--- config.mk ---
export PLATFORM = sky130hd
export DESIGN_NAME = bp_write_scheduler
export DESIGN_NICKNAME = d
export VERILOG_FILES = /design/src/rtl/bp_write_scheduler_pkg.sv /design/src/rtl/bp_write_scheduler.sv
export SDC_FILE = /design/constraint.sdc
export NUM_CORES = 1
export LEC_CHECK = 0
export ABC_AREA = 1
export CAP_MARGIN = 10
export CELL_PAD_IN_SITES_DETAIL_PLACEMENT = 1
export CELL_PAD_IN_SITES_GLOBAL_PLACEMENT = 2
export CORE_MARGIN = 2
export CORE_UTILIZATION = 22
export DETAILED_ROUTE_END_ITERATION = 12
export GPL_TIMING_DRIVEN = 0
export MAX_ROUTING_LAYER = met4
export PLACE_DENSITY = 0.84
export SLEW_MARGIN = 10
export SYNTH_ARGS = -nofsm -noshare
export SYNTH_HDL_FRONTEND = slang
export SYNTH_SLANG_ARGS = --single-unit
--- constraint.sdc ---
create_clock -name clk -period 1.9 [get_ports clk]
set_input_delay 0.19 -clock clk [delete_from_list [all_inputs] [get_ports clk]]
set_output_delay 0.19 -clock clk [all_outputs]
set_load 0.02 [all_outputs]
--- src/rtl/bp_write_scheduler_pkg.sv ---
// rtl/bp_write_scheduler_pkg.sv - shared buffer-control types and constants
package bp_write_scheduler_pkg;

    typedef enum logic [2:0] {
        S_IDLE      = 3'd0,
        S_ISSUE     = 3'd1,
        S_SETTLE_W  = 3'd2,
        S_WAIT_IDLE = 3'd3,
        S_FINISH    = 3'd4
    } sched_state_t;

    // One BP beat is 32 bytes and a group is two lines, so bytes = beats << 6.
    localparam int BEAT_SHIFT = 6;

endpackage

--- src/rtl/bp_write_scheduler.sv ---
// rtl/bp_write_scheduler.sv - splits a BP write job into per-group write-controller configurations
module bp_write_scheduler
    import bp_write_scheduler_pkg::*;
#(
    parameter int DDR_ADDR_LEN = 32,
    parameter int ADDR_LEN     = 16,
    parameter int SINGLE_LEN   = 24,
    parameter int GRP_LEN      = 8,
    parameter int SETTLE       = 2
) (
    input  logic                    clk,
    input  logic                    rst,
    input  logic                    start,
    input  logic                    abort,
    input  logic [DDR_ADDR_LEN-1:0] job_ddr_addr,
    input  logic [ADDR_LEN-1:0]     job_bp_addr,
    input  logic [1:0]              job_bp_num,
    input  logic [SINGLE_LEN-1:0]   job_line_width,
    input  logic [GRP_LEN-1:0]      job_groups,
    input  logic                    wc_idle,
    output logic                    wc_conf,
    output logic [DDR_ADDR_LEN-1:0] wc_ddr_st_addr,
    output logic [SINGLE_LEN-1:0]   wc_data_ddr_byte,
    output logic [ADDR_LEN-1:0]     wc_BP_st_addr,
    output logic [1:0]              wc_BP_st_num,
    output logic [SINGLE_LEN-1:0]   wc_Line_width,
    output logic                    busy,
    output logic                    done,
    output logic                    aborted,
    output logic [GRP_LEN-1:0]      groups_done
);

    localparam int CNT_W = (SETTLE < 2) ? 1 : $clog2(SETTLE);

    sched_state_t              state;
    sched_state_t              state_nxt;
    logic [GRP_LEN-1:0]        groups_q;
    logic                      abort_q;
    logic [CNT_W-1:0]          settle_cnt;
    logic [GRP_LEN-1:0]        groups_done_inc;
    logic [DDR_ADDR_LEN-1:0]   ddr_step;
    logic                      job_empty;
    logic                      settle_done;
    logic                      finish_job;

    assign job_empty       = (job_groups == '0) || (job_line_width == '0);
    assign groups_done_inc = groups_done + 1'b1;
    assign finish_job      = (groups_done_inc == groups_q) || abort_q || abort;
    assign settle_done     = (settle_cnt == CNT_W'(SETTLE - 1));
    assign ddr_step        = DDR_ADDR_LEN'(wc_Line_width) << BEAT_SHIFT;

    always_comb begin
        state_nxt = state;
        wc_conf   = 1'b0;
        done      = 1'b0;
        busy      = (state != S_IDLE);
        case (state)
            S_IDLE: begin
                if (start) state_nxt = job_empty ? S_FINISH : S_ISSUE;
            end
            S_ISSUE: begin
                wc_conf   = 1'b1;
                state_nxt = (SETTLE == 0) ? S_WAIT_IDLE : S_SETTLE_W;
            end
            S_SETTLE_W: begin
                if (settle_done) state_nxt = S_WAIT_IDLE;
            end
            S_WAIT_IDLE: begin
                if (wc_idle) state_nxt = finish_job ? S_FINISH : S_ISSUE;
            end
            S_FINISH: begin
                done      = 1'b1;
                state_nxt = S_IDLE;
            end
            default: state_nxt = S_IDLE;
        endcase
    end

    always_ff @(posedge clk) begin
        if (rst) begin
            state            <= S_IDLE;
            groups_q         <= '0;
            abort_q          <= 1'b0;
            settle_cnt       <= '0;
            wc_ddr_st_addr   <= '0;
            wc_data_ddr_byte <= '0;
            wc_BP_st_addr    <= '0;
            wc_BP_st_num     <= '0;
            wc_Line_width    <= '0;
            aborted          <= 1'b0;
            groups_done      <= '0;
        end else begin
            state <= state_nxt;
            if (state != S_IDLE && abort) abort_q <= 1'b1;
            case (state)
                S_IDLE: begin
                    if (start) begin
                        groups_q    <= job_groups;
                        groups_done <= '0;
                        aborted     <= 1'b0;
                        abort_q     <= 1'b0;
                        // Empty jobs leave the controller-facing registers untouched.
                        if (!job_empty) begin
                            wc_ddr_st_addr   <= job_ddr_addr;
                            wc_BP_st_addr    <= job_bp_addr;
                            wc_BP_st_num     <= job_bp_num;
                            wc_Line_width    <= job_line_width;
                            wc_data_ddr_byte <= SINGLE_LEN'(job_line_width << BEAT_SHIFT);
                        end
                    end
                end
                S_ISSUE:    settle_cnt <= '0;
                S_SETTLE_W: settle_cnt <= settle_cnt + 1'b1;
                S_WAIT_IDLE: begin
                    if (wc_idle) begin
                        groups_done <= groups_done_inc;
                        if (finish_job) begin
                            aborted <= abort_q | abort;
                        end else begin
                            wc_ddr_st_addr <= wc_ddr_st_addr + ddr_step;
                            wc_BP_st_num   <= wc_BP_st_num + 2'd2;
                            // Banks 2/3 step past bank 3, so the next pair starts one line further on.
                            if (wc_BP_st_num[1])
                                wc_BP_st_addr <= wc_BP_st_addr + ADDR_LEN'(wc_Line_width);
                        end
                    end
                end
                default: ;
            endcase
        end
    end

endmodule

== Yosys cells after proc, flatten, opt, wreduce, memory -nomap -nowiden ==
Cells that the tools add are included.
Cells by class
  add/sub/neg operators: 5
  equal/unequal tests: 12
  multiplexer cells: 35
  bitwise logic cells: 2
  reductions and logical operators: 17
Operators by type and width (count)
  $mux W32: 4
  $mux W16: 5
  $pmux W32 S2: 1
  $add A32 B30 Y32: 1
  $pmux W16 S2: 1
  $logic_not A24 Y1: 1
  $add A16 B16 Y16: 1
  $mux W8: 2
  $pmux W8 S2: 1
  $mux W3: 5
  $ne A2 B2 Y1 const B: 7
  $pmux W3 S4: 1
  $reduce_and A3 Y1: 3
  $add A8 B1 Y8 const B: 1
  $eq A8 B8 Y1: 1
  $logic_not A8 Y1: 1
  $mux W1: 8
  $mux W2: 4
  $eq A3 B2 Y1 const B: 2
  $reduce_and A6 Y1: 1
  $reduce_and A5 Y1: 1
  $pmux W1 S2: 2
  $pmux W2 S2: 1
  $reduce_and A4 Y1: 1
  12 further kinds: 15
Word-level totals
  flip-flop bits (word level): 114
  bits of input ports: 87
  output and inout port bits: 110
  logic and storage cells: 82

== Logic depth before layout (Yosys ltp) ==
Gate-level depths: netlist of the first run.
  depth after elaboration: 7
  gate-level depth with buffers: 17
  mapped depth without buffers: 16

== Worst setup path before layout of the first run ==
Ideal clock, no wire load.
  kind: register -> register
  from: reg groups_done[0]
  to: reg wc_ddr_st_addr[17]
  setup time: 113 ps
  arrival: 1983 ps
  required time: 1787 ps
  setup slack: -196 ps
  stages on the path, launching flop included: 16
  buffers on the path: 1
  period minus slack after synthesis: 2096 ps
  cells stage by stage: dfxtp_1 ha_1 nand3_1 o21bai_1 nand2_1 nand2_1 nand2_1 nor2_1 nand3_1 nand3_1 nand2_1 nand2_1 buf_2 nand2_1 nand2_1 nor2_1
Between the ends
  word-level cells in the longest chain between the ends: 6
Ends and longest elaborated chain
  start: declaration: line bp_write_scheduler.sv:30  | output logic [GRP_LEN-1:0] groups_done
  start signal: assignment: line bp_write_scheduler.sv:116  | groups_done <= groups_done_inc;
  $add A8 B1 Y8: line bp_write_scheduler.sv:47  | assign groups_done_inc = groups_done + 1'b1;
  $eq A8 B8 Y1: line bp_write_scheduler.sv:48  | assign finish_job = (groups_done_inc == groups_q) || abort_q || abort;
  $logic_or A1 B1 Y1 (2 in series): line bp_write_scheduler.sv:48
  $ne A2 B2 Y1 (no line)
  $reduce_and A5 Y1 (no line)
  end signal: assignment: line bp_write_scheduler.sv:104  | wc_ddr_st_addr <= job_ddr_addr;
  end signal: assignment: line bp_write_scheduler.sv:120  | wc_ddr_st_addr <= wc_ddr_st_addr + ddr_step;
  end: declaration: line bp_write_scheduler.sv:22  | output logic [DDR_ADDR_LEN-1:0] wc_ddr_st_addr,
No other way between the ends.
A chain may end at the register's enable or synchronous reset.

== Worst setup path after layout of the first run ==
  from: reg groups_done[0]
  to: reg wc_BP_st_addr[12]
Between the ends
  word-level cells in the longest chain between the ends: 6
Ends and longest elaborated chain
  $add A8 B1 Y8: line bp_write_scheduler.sv:47
  $eq A8 B8 Y1: line bp_write_scheduler.sv:48
  $logic_or A1 B1 Y1 (2 in series): line bp_write_scheduler.sv:48
  $ne A2 B2 Y1 (no line)
  $reduce_and A6 Y1 (no line)
  end signal: assignment: line bp_write_scheduler.sv:105  | wc_BP_st_addr <= job_bp_addr;
  end signal: assignment: line bp_write_scheduler.sv:124  | wc_BP_st_addr <= wc_BP_st_addr + ADDR_LEN'(wc_Line_width);
  end: declaration: line bp_write_scheduler.sv:24  | output logic [ADDR_LEN-1:0] wc_BP_st_addr,
No other way between the ends.

==> results of run 1 <==
## sequential cells by signal, summed over array words and instances, names as in the netlist
register and count:
wc_ddr_st_addr 32, wc_BP_st_num 2, state 3, settle_cnt 1, groups_done 8, aborted 1
wc_Line_width 24, groups_q 8, abort_q 1, wc_BP_st_addr 16
## tightest hold or removal path, delay by kind of cell
kind / cells / cell delay, ns
AOI/OAI and AO/OA: 2 / 0.23
buffers and inverters: 1 / 0.19
## cell type report
type / instances / area, µm²
fill: 3954 / 20500
multi-input combinational: 877 / 5040
timing repair buffer: 223 / 2210
sequential: 96 / 2010
inverter: 139 / 524
tap: 402 / 503
buffer: 61 / 467
clock buffer: 10 / 229
clock inverter: 6 / 55.1
## per-stage QoR
stage	setup WS [ns]	setup TNS, ns
floorplan	0.000282	0
global placement	-0.902	-59.95
detailed placement	-0.968	-63.02
CTS	-0.207	-5.17
global route	-0.331	-11.28
finish	-0.189	-5.16
## worst paths after layout
| path | start | end | slack [ns] | cells past startpoint |
|---|---|---|---|---|
| worst max-delay path | groups_done[0] | wc_BP_st_addr[12] | -0.19 | 16 |
| worst max register to register | groups_done[0] | wc_BP_st_addr[12] | -0.19 | 16 |
| worst min register to register | groups_q[4] | groups_q[4] | 0.48 | 2 |
| worst min-delay path | job_line_width[4] | wc_Line_width[4] | 0.29 | 3 |
## layer usage
metal | vias to the layer above | track usage
met5 | - | -
met4 | 0 | 0.0384
met1 | 3991 | 0.250
met2 | 189 | 0.348
li1 | 4217 | -
met3 | 29 | 0.0423
## cell usage after synthesis
cell,number
buf_2,7
a21o_1,2
a22o_1,1
buf_1,3
xnor2_1,3
nand3b_1,12
o21ai_0,65
nor3_1,10
o22ai_1,2
nor3_4,1
buf_4,24
nor3b_1,1
nor3_2,1
clkbuf_1,27
o31ai_1,1
inv_2,6
inv_1,133
a31oi_1,5
nand2_1,329
o211ai_1,1
nand4_1,7
xor2_1,5
nor2_2,1
and2_1,1
fa_1,2
conb_1,1
or2_2,9
ha_1,40
nand2_2,1
nand3_1,89
nor2_4,2
dfxtp_1,96
o21bai_1,7
nor2_1,153
mux2i_1,1
nor4_1,9
and2_0,1
a21oi_1,109
## cells by family (layout without fill, tap and decap cells)
kind of cell | Yosys count | after routing
xor gates and xnor gates | 8 | 8
AOI/OAI and AO/OA | 193 | 193
muxes | 1 | 1
other | 1 | 6
DFF | 96 | 96
and+or+nand+nor | 627 | 627
adders and majority gates | 42 | 42
buffers and inverters | 200 | 439
## power groups by stage
stage	logic [W]	clock network [W]	registers [W]
3_3_place_gp	0.00801	0	0.00359
6_report	0.00988	0.00189	0.00372
2_1_floorplan	0.00444	0	0.00383
4_1_cts	0.00938	0.00195	0.00367
5_1_grt	0.0108	0.00202	0.00381
3_5_place_dp	0.00817	0	0.00360
## what timing repair did
item	4_1_cts	5_1_grt
cloned	2	1
endpoints found under the setup margin	101	76
pin swaps	24	22
resized for setup	160	111
buffers inserted	24	8
## placed cells by master (no fill, tap or decap), types with 6 or more instances in the layout
cell type and instances:
nand3_1 76, nand3_2 10, clkbuf_1 11, nor2_1 133, conb_1 6, o21ai_0 60, inv_1 129, buf_8 7
dfxtp_2 20, nand2_4 10, nand2_2 40, nand2_1 280, nand3b_1 12, nor2_4 7, a21oi_2 12, nor3_1 8
clkdlybuf4s50_1 183, nor2_2 16, a21oi_1 97, dfxtp_1 58, clkbuf_2 9, nand4_1 7, buf_4 50, dfxtp_4 18
ha_1 13, nor4_1 6, or2_2 9, ha_4 23, clkbuf_16 11, inv_2 9
==> metrics.txt, run 1 <==
outcome finished, violations left; failing checks setup timing; nets 1536; minimum clock period 2.09 ns; Power per Cell Area 1400 nW/µm²; Detailed Routing Iterations Pass 1 7; Seq pwr share 0.240; Die X 183 µm; final std cells w/o fill 1814; worst-path cell chain ha_4 -> nand3_4 -> nor2_2 -> nand2_1 -> nand2_2 -> nand2_2 -> nand2_2 -> nor2_2 -> nand3_2 -> nand2_2 -> nand2_4 -> nand3_4 -> buf_6 -> buf_8 -> nor2_1 -> nor2_1; Comb pwr share 0.638; share of layout cells above drive strength 1 0.206; placed cell areas 9480 µm²; fmax 479 MHz; die height 183 µm; Tot Pwr 0.0155 W; Clock Sinks 96; met1 wire length 15000 µm; Post-Syn Instances 1168; first-pass GRT wire length 50100 µm; Die ar. 33400 µm²; total gr overflow 0; RSZ-0062 raised after global routing true; clock latency on the worst-skew pair 0.37 ns; Avg WL per Cell 18.4 µm; fin crit share 1.10; Leakage 4.80 nW; total track usage 0.204; critical-path maximum fanout 6; CP Buf/Inv Count 2; Max Slew Vio Count 0; CTS Buf Count 9; Area Overhead vs Synth 57.1%; compound-cell area share of the yosys netlist 0.143; gpl congestion 0.931; Max transition margin 0.451; Post-Syn Area 7030 µm²; DR top layer met4; initial antenna violation count 0; clock root cell clkbuf_16; Finish-stage setup viols 44; Post-Synth Simple-Gate Area 0.374; Fin Clk Skew 0.0136 ns; post-synth top area share 0.273; Routed Antenna Nets 0; area leader, netlist dfxtp_1; P_sw 0.00754 W; Slew @ Worst Pin 0.823 ns; Yosys cell types 38; Worst setup SP type register; Vias/cell 4.64; n_diodes 0; largest net degree at the start of global routing 19; largest family of logic cells by synthesized area simple AND/OR/NAND/NOR gates; top cells by area, synth dfxtp_1 (27%), nand2_1 (18%), nor2_1 (8.2%); #FFs+latches synth 96; hold slack 0.292 ns; HP Class in2reg; max cap viols 0; DRC 0; CP delay by family, top simple AND/OR/NAND/NOR gates; Clk pin slew, worst setup/hold paths 0.09 ns; vias in the first global route 8713; final worst slack -0.189 ns; type of element capturing the critical path register; H-tree depth 3; Worst Setup Path Type reg2reg; Critical Path RT 2.17 ns; Int Power 0.00795 W; most used cell, CP nand2_2; crit path DAT 2.36 ns; final hold violations 0; Switching Fraction 0.486; final core occ 0.350; CTS tree yes; starting density of the core 0.223; DPL Wire Length 25500 µm; Clk pwr share 0.122; syn_area_per_cell 6.02 µm²; DP Cell Count 1765; CP max-delay cell dfxtp_4; vias 8426; number of core rows 65; Adder-Cell Fraction of Synth Area 0.0768; metal2 WL 16100 µm; 1st-iter DRT viols 372; Core Region 31600 µm²; Syn. warnings 0; final wirelength 33400 µm; register area share after synthesis 0.273; mux cell area share after synthesis 0.00142; max incr delay on CP 0.39 ns; Hold Buf Count CTS 0; Post-Synth XOR/XNOR Area 0.00996; peak supply drop 0.596 mV; io pins 197; Buffers on Ports 190; routed wl met3 1770 µm; Post-Layout Inst Area 11000 µm²; CTS Buffer Depth 2
No activity file was read; power rests on OpenSTA's default activity.
==> inputs of run 2 (changes only) <==
--- a/config.mk
+++ b/config.mk
@@ -10,5 +10,4 @@
 export CELL_PAD_IN_SITES_DETAIL_PLACEMENT = 1
 export CELL_PAD_IN_SITES_GLOBAL_PLACEMENT = 2
-export CORE_MARGIN = 2
 export CORE_UTILIZATION = 22
 export DETAILED_ROUTE_END_ITERATION = 12
==> constraint.sdc (replaced) <==
create_clock -name clk -period 1.9 [get_ports clk]
set_input_delay 0.19 -clock clk [delete_from_list [all_inputs] [get_ports clk]]
set_output_delay 0.19 -clock clk [all_outputs]
set_load 0.005 [all_outputs]
==> run 2 against run 1 <==
The run still ends with setup timing left. Fmax shrank 0.87%. Highest routed layer unchanged. Clock power grew 5%. Sequential share of layout area shrank 0.19 points. Wire length grew 1.8%. Non-clock buffer count grew 1. Critical endpoint is now wc_BP_st_addr[11]. Largest power group unchanged. Hold slack lost 0.062 ns. Cell area grew 1.1%. Global-route usage grew 1.1 points. Combinational power shrank 2.8%.
==> metrics.txt, run 2 (synthesis gave the netlist of run 1 again) <==
outcome finished, violations left; failing checks setup timing; Clock Sinks 96; Regs by FF count wc_ddr_st_addr (32), wc_Line_width (24), wc_BP_st_addr (16); Slew @ Worst Pin 0.775 ns; clock root cell clkbuf_16; Max Slew Vio Count 0; Switching Fraction 0.457; DRC 0; Worst Setup Path Type reg2reg; Most flops, register wc_ddr_st_addr; Core Region 31500 µm²; CTS Buffer Depth 2; setup TNS -6.16 ns; Worst setup SP type register; total gr overflow 0; nets 1537; starting density of the core 0.223; Vias/cell 4.71; 1st-iter DRT viols 342; total track usage 0.215; type of element capturing the critical path register; gpl congestion 0.916; commonest non-fill, non-tap cell in the layout nand2_1; Clk pwr share 0.129; met1 Resource Use GR 0.260; Leakage 4.78 nW; share of layout cells above drive strength 1 0.212; die height 181 µm; CTS tree yes; Fin Clk Skew 0.00867 ns; vias in the first global route 8989; minimum clock period 2.11 ns; most crowded layer after global routing met2; Avg WL per Cell 18.7 µm; CTS Buf Count 9; final hold violations 0; peak supply drop 0.466 mV; vias 8558; Buffers on Ports 190; Hold Buf Count CTS 0; DPL Wire Length 25500 µm; commonest non-fill, non-tap cells in the layout nand2_1 (279), clkdlybuf4s50_1 (185), inv_1 (130), nor2_1 (129), a21oi_1 (93); number of core rows 65; final worst slack -0.207 ns; fin crit share 1.11; largest net degree at the start of global routing 17; met2 Use GR 0.359; Area Overhead vs Synth 58.8%; Tot Pwr 0.0153 W; max cap viols 0; Detailed Routing Iterations Pass 1 5; Die X 181 µm; met3 usage 0.0399; crit path DAT 2.37 ns; critical-path maximum fanout 6; Int Power 0.00833 W; H-tree depth 3; HP Class in2reg; Max transition margin 0.483; final std cells w/o fill 1818; first-pass GRT wire length 51900 µm; Clk pin slew, worst setup/hold paths 0.08 ns; fmax 475 MHz; io pins 197; Critical Path RT 2.17 ns; P_sw 0.00702 W; DP Cell Count 1765; Die ar. 32700 µm²; clock latency on the worst-skew pair 0.37 ns; initial antenna violation count 3; RSZ-0062 raised after global routing true; Power per Cell Area 1370 nW/µm²; Seq pwr share 0.246; Finish-stage setup viols 45; Comb pwr share 0.625; Routed Antenna Nets 0; max reg flops 32; final wirelength 34000 µm
run 2: changes by cell type in the layout (fill, tap and decap cells not counted), moves of 4 or more:
| cell | before | now |
|---|---|---|
| nor2_4 | 7 | 15 |
| ha_1 | 13 | 17 |
| nand2_2 | 40 | 44 |
| nand2_4 | 10 | 6 |
| nor2_2 | 16 | 12 |
| buf_12 | 2 | 6 |
| nor2_1 | 133 | 129 |
| a21oi_1 | 97 | 93 |
run 2: what timing repair did:
action                     4_1_cts  5_1_grt
pin swaps                       33       33
hold endpoints to repair         0        0
gates resized for setup        228       87
cloned                           5        0
setup endpoints to repair       93       79
buffers inserted                30        9
run 2: worst paths after layout:
kind	start	end	slack (ns)	depth (start not counted)
setup reg to reg	groups_done[1]	wc_BP_st_addr[11]	-0.21	16
hold / removal	job_line_width[4]	wc_Line_width[4]	0.23	3
setup / recovery	groups_done[1]	wc_BP_st_addr[11]	-0.21	16
hold reg to reg	groups_q[2]	groups_q[2]	0.48	2
run 2: routing by layer:
metal,share of wire,vias up
met5,0,-
met4,0.021,0
met3,0.053,42
met2,0.48,209
met1,0.44,4082
li1,-,4225
run 2: power by group through the flow:
stage	clock (W)	combinational (W)	sequential, W
after floorplan	0	0.00426	0.00321
after global placement	0	0.00715	0.00358
after detailed placement	0	0.00733	0.00360
after CTS	0.00202	0.00945	0.00375
after global routing	0.00209	0.0105	0.00386
final	0.00198	0.00960	0.00377
run 2: layout make-up:
cell class                 count  area [µm²]
clock buffer                  11         233
clock inverter                 5        63.8
buffer                        57         424
antenna                        3        7.51
multi-input combinational    877        5110
timing repair buffer         228        2290
tap                          402         503
sequential                    96        2020
fill                        3918       20300
inverter                     139         524
run 2: critical path, cell delays in order, from the launching register on:
cell and delay [ns]:
dfxtp_4 0.37, ha_4 0.18, nand2_2 0.10, nand2_1 0.06, nand2_1 0.06, nand2_1 0.06
nor2_2 0.13, nand2_1 0.07, nor2_2 0.14, nand3_2 0.10, nand2_1 0.09, nand2_2 0.08
nand3_4 0.20, buf_8 0.17, nand2_1 0.07, nand2_1 0.06, nor2_1 0.06
run 2: metrics by stage:
step	setup WS [ns]	utilization	hold slack, ns	cell area [µm²]
2_1_floorplan	0.000540	-	0.355	7060
3_3_place_gp	-0.828	0.301	0.462	9460
3_5_place_dp	-0.940	0.301	0.472	9460
4_1_cts	-0.205	0.350	0.364	11000
5_1_grt	-0.339	0.355	0.286	11200
6_report	-0.207	0.355	0.230	11200
==> inputs of run 3 (changes only) <==
Settings changed: CAP_MARGIN 10 to 20.
==> results of run 3 <==
The final DEF is identical to that of run 2; final timing and power are the same.
